File: src/rtl/controller_poller.sv
// controller_poller: periodically polls a one-wire game controller and latches its 32-bit button word
module controller_poller #(
    parameter int CLKS_PER_US   = 50,
    parameter int POLL_INTERVAL = 833333,
    parameter int TIMEOUT_US    = 8
) (
    input  logic        clock,
    input  logic        reset,
    input  logic        data_in,
    output logic        drive_low,
    output logic [31:0] buttons,
    output logic        valid,
    output logic        connected
);
    localparam int U  = CLKS_PER_US;
    localparam int TO = TIMEOUT_US * U;
    localparam int M0 = POLL_INTERVAL > TO ? POLL_INTERVAL : TO;
    localparam int M  = M0 > 4 * U ? M0 : 4 * U;
    localparam int CW = $clog2(M + 1);
    localparam logic [CW-1:0] POLL_LAST = CW'(POLL_INTERVAL - 1);
    localparam logic [CW-1:0] BIT_LAST  = CW'(4 * U - 1);
    localparam logic [CW-1:0] STOP_LAST = CW'(3 * U - 1);
    localparam logic [CW-1:0] HALF_LAST = CW'(2 * U - 1);
    localparam logic [CW-1:0] TO_LAST   = CW'(TO - 1);
    localparam logic [CW-1:0] SHORT     = CW'(U);
    localparam logic [CW-1:0] LONG      = CW'(3 * U);
    localparam logic [7:0]    CMD       = 8'h01;

    typedef enum logic [2:0] {IDLE, TX, WAIT_RX, RX, STOP} state_t;

    state_t        state, state_n;
    logic [CW-1:0] cnt, cnt_n;
    logic [4:0]    bits, bits_n;
    logic [31:0]   shift, shift_n, buttons_n;
    logic          s1, s2, s_prev, fall;
    logic          drive_low_n, valid_n, connected_n;

    assign fall = s_prev & ~s2;

    always_ff @(posedge clock) begin
        if (reset) begin
            state     <= IDLE;
            cnt       <= '0;
            bits      <= '0;
            shift     <= '0;
            s1        <= 1'b1;
            s2        <= 1'b1;
            s_prev    <= 1'b1;
            drive_low <= 1'b0;
            buttons   <= '0;
            valid     <= 1'b0;
            connected <= 1'b0;
        end else begin
            state     <= state_n;
            cnt       <= cnt_n;
            bits      <= bits_n;
            shift     <= shift_n;
            s1        <= data_in;
            s2        <= s1;
            s_prev    <= s2;
            drive_low <= drive_low_n;
            buttons   <= buttons_n;
            valid     <= valid_n;
            connected <= connected_n;
        end
    end

    // cnt times the current phase; in RX it runs from the latest falling edge so it serves both sampling and timeout
    always_comb begin
        state_n     = state;
        cnt_n       = cnt + 1'b1;
        bits_n      = bits;
        shift_n     = shift;
        buttons_n   = buttons;
        valid_n     = 1'b0;
        connected_n = connected;
        case (state)
            IDLE: if (cnt == POLL_LAST) begin
                state_n = TX;
                cnt_n   = '0;
                bits_n  = '0;
            end
            TX: if (cnt == ((bits == 5'd8) ? STOP_LAST : BIT_LAST)) begin
                cnt_n  = '0;
                bits_n = bits + 1'b1;
                if (bits == 5'd8) state_n = WAIT_RX;
            end
            WAIT_RX: if (fall) begin
                state_n = RX;
                cnt_n   = '0;
                bits_n  = '0;
            end else if (cnt == TO_LAST) begin
                state_n     = IDLE;
                cnt_n       = '0;
                connected_n = 1'b0;
            end
            RX: if (fall) begin
                cnt_n = '0;
            end else if (cnt == HALF_LAST) begin
                shift_n = {shift[30:0], s2};
                bits_n  = bits + 1'b1;
                if (bits == 5'd31) begin
                    state_n = STOP;
                    cnt_n   = '0;
                end
            end else if (cnt == TO_LAST) begin
                state_n     = IDLE;
                cnt_n       = '0;
                connected_n = 1'b0;
            end
            STOP: if (cnt == HALF_LAST) begin
                state_n     = IDLE;
                cnt_n       = '0;
                buttons_n   = shift;
                valid_n     = 1'b1;
                connected_n = 1'b1;
            end
            default: state_n = IDLE;
        endcase
        // bit index 8 is the stop bit, which shares the short low time of a '1'
        drive_low_n = (state_n == TX) &&
                      (cnt_n < (((bits_n == 5'd8) || CMD[3'd7 - bits_n[2:0]]) ? SHORT : LONG));
    end
endmodule
File: config.mk
export PLATFORM = sky130hd
export DESIGN_NAME = controller_poller
export DESIGN_NICKNAME = d
export VERILOG_FILES = /design/src/rtl/controller_poller.sv
export SDC_FILE = /design/constraint.sdc
export NUM_CORES = 1
export LEC_CHECK = 0
export ABC_AREA = 1
export CORE_MARGIN = 2
export CORE_UTILIZATION = 52
export CTS_CLUSTER_SIZE = 40
export DETAILED_ROUTE_END_ITERATION = 8
export GPL_ROUTABILITY_DRIVEN = 1
export PLACE_DENSITY = 0.75
export SETUP_SLACK_MARGIN = 0.02
export SYNTH_ARGS = -nofsm -noshare
export SYNTH_HDL_FRONTEND = slang
export SYNTH_SLANG_ARGS = --single-unit
File: constraint.sdc
create_clock -name clock -period 2.4 [get_ports clock]
set_clock_uncertainty 0.05 [all_clocks]
set_input_delay 0.24 -clock clock [delete_from_list [all_inputs] [get_ports clock]]
set_output_delay 0.24 -clock clock [all_outputs]
set_load 0.01 [all_outputs]
==> run_results.csv <==
group,metric,value,unit
pwr,p_total,0.00293,W
placement,place_inst,841,
synthesis,synth_area_leaders,"dfxtp_1, nand2_1, a21oi_1",
pwr,swShare,27.0,%
global_routing,grt_overflow,0,
cts,cts-root-buf,"clkbuf_8",
die,floorplan.io_pins,38,
sta,maxSlewHeadroom,71.0,%
placement,dpl.hpwl,8.29,mm
cts,htreeDepth,3,
global_routing,antenna_found_initial,0,
route,drc,0,
pwr,pwr-share-clk,36.8,%
route,wl_per_cell,13.6,um
sta,setup_violations,2,
synthesis,synth_cell_types,36,
synthesis,synth_area_leader_cell,"dfxtp_1",
placement,portBuffers,37,
sta,final_hold_viol_count,0,
die,core-area,8680,um^2
sta,worst_pin_slew,0.434,ns
run_status,outcome,"finished, violations left",
pwr,peakVddDrop,453,uV
flow_run,drv_cap,0,
layout,antenna_cells,0,
layout,seq_area,1970,um^2
synthesis,ys_seq_elements,98,
cts,clk_pin_slew_worst_paths,0.11,ns
global_routing,grt_pass1_vias,4335,
die,rows,34,
route,drt-initial-drc-count,251,
sta,fin_crit,2.58,ns
synthesis,ys_warn_count,0,
route,vias_per_cell,5.17,
layout,fillers,701,
pwr,p_switching,0.000791,W
cts,clock_latency,0.37,ns
critical_path,cpPeakStageDelay,0.36,ns
die,dieWidth,98.3,um
critical_path,arrival,2.79,ns
synthesis,synth_nets,653,
synthesis,syn_area,4620,um^2
layout,final_util,70.6,%
critical_path,slowest_stage,"dfxtp_2",
sta,rsz0062_at_grt,"yes",
placement,place_ws,-0.210,ns
critical_path,criticalPathCategory,"reg2reg",
sta,fmax,388,MHz
die,start_util,53.3,%
critical_path,start_kind,"register",
pwr,leakagePower,2.69,nW
cts,postCtsHoldBufs,0,
route,wl,11.9,mm
critical_path,critPathBufInv,2,
pwr,p_per_area,478,nW/um^2
route,num_vias,4516,
cts,cts_buffer_depth,2,
critical_path,cp_top_family,"simple AND/OR/NAND/NOR gates",
cts,cts.sinks,98,
critical_path,worst-path-max-fanout,4,
run_status,violations,"setup timing",
synthesis,syn_inst,642,
global_routing,grt_pass1_wl,19.8,mm
layout,layout.nets,772,
layout,final_cell_mix,"dfxtp_1, buf_4, inv_1",
critical_path,path_common_cell,"nand2_2",
pwr,pwr-share-comb,6.9,%
critical_path,critical_path.cell_chain,"buf_6 -> ha_4 -> nand2_2 -> nor2_4 -> nand3_4 -> nor2_4 -> nor2_1 -> nor2_1 -> nand2_2 -> nand2_2 -> nand2_2 -> nor2_2 -> nand3_1 -> nand2_2 -> inv_2 -> ha_1 -> nand3_1 -> nor2_1 -> nand2_1 -> nand2_1 -> nor2_1",
sta,finalCritPeriodShare,107,%
die,dieArea,9660,um^2
route,ant_nets,0,
layout,drive_above_1_share,25.8,%
cts,cts_tree,"yes",
route,first_pass_iters,5,
synthesis,avgSynthCellArea,7.20,um^2
sta,slew_violations,0,
placement,place.gp.congestion,0.968,
layout,multi_input_area,2320,um^2
min_path,hold_path_class,"reg2reg",
pwr,p_seq_share,56.3,%
cts,cts_buffers,9,
critical_path,required,2.61,ns
global_routing,grt.total_usage,24.8,%
layout,stdcell_count,874,
pwr,cellInternalPower,0.00214,W
global_routing,grt_max_degree,62,
sta,postLayoutSetupSlackWorst,-0.178,ns
critical_path,worst_setup_path_end_kind,"register",
layout,area.growth.synth_to_final,32.6,%
die,chipHeight,98.3,um
synthesis,yosysSeqAreaShare,42.4,%
synthesis,yosysTopAreaCellShare,42.4,%
## cell usage after synthesis (all sizes together)
cell / n
nand2: 109
dfxtp: 98
inv: 93
nor2: 85
a21oi: 70
o21ai: 70
nand3: 32
clkbuf: 18
nor3: 17
xor2: 12
ha: 8
nand4: 8
buf: 7
xnor2: 4
clkinv: 2
or2: 2
a211oi: 1
a21boi: 1
nand3b: 1
nor4: 1
o2111ai: 1
o21bai: 1
o22ai: 1
## final cells by class
class	count	area share (%)
Multi-Input combinational cell	424	37.8
Clock inverter	7	1.33
Tap cell	108	2.20
Sequential cell	98	32.1
Inverter	95	5.82
Timing Repair Buffer	133	18.7
Clock buffer	9	2.02
## cells by family after synthesis
| kind of cell | Yosys count | share of synthesized area [%] |
|---|---|---|
| xor gates and xnor gates | 16 | 3.03 |
| and+or+nand+nor | 255 | 26.0 |
| DFF | 98 | 42.4 |
| adders and majority gates | 8 | 2.17 |
| AOI/OAI and AO/OA | 145 | 16.2 |
| buffers and inverters | 120 | 10.2 |
## power by group through the flow
stage          sequential, W  clock (W)  combinational (W)
2_1_floorplan        0.00169          0           0.000112
3_3_place_gp         0.00168          0           0.000188
3_5_place_dp         0.00169          0           0.000190
4_1_cts              0.00165    0.00110           0.000192
5_1_grt              0.00165    0.00115           0.000221
6_report             0.00165    0.00108           0.000203
## state kept, by name, summed over array words and instances, names as in the netlist
signal and flops:
buttons 32, shift 32, cnt 20, bits 5, state 3, connected 1, drive_low 1, s1 1
s2 1, s_prev 1, valid 1
## worst register-to-register path, delay by kind of cell (launching register included)
family	cells	cell delay, ns
flip-flops	1	0.36
AND/OR/NAND/NOR	17	1.53
adder cells (fa/ha/maj)	2	0.39
buffers and inverters	2	0.14
## what timing repair did
action                                  in CTS  in global routing
gates resized for setup                     14                 32
endpoints found under the setup margin       1                  2
pin swaps                                   12                 21
setup buffers                               11                  6
## path summary, 6_finish.rpt
check	start	endpoint	slack, ns	depth (start not counted)
min	s1	s2	0.39	1
max	cnt[1]	drive_low	-0.18	21
min reg2reg	s1	s2	0.39	1
max reg2reg	cnt[1]	drive_low	-0.18	21
## routing by layer
metal	vias up	track usage, %	wire length (um)
met1	2113	33.0	5520
met2	93	40.9	5570
met5	-	0	0
met4	0	9.38	265
li1	2288	-	-
met3	22	3.65	532
## per-stage QoR
stage                     cell area [um^2]  TNS (ns)  hold slack (ns)
after floorplan                       4640         0            0.294
after global placement                5680    -0.197            0.342
after detailed placement              5680    -0.210            0.350
after CTS                             5990    -0.295            0.375
after global routing                  6130    -0.639            0.402
final                                 6130    -0.316            0.387
Note: power is estimated with default switching activity, not from simulation.
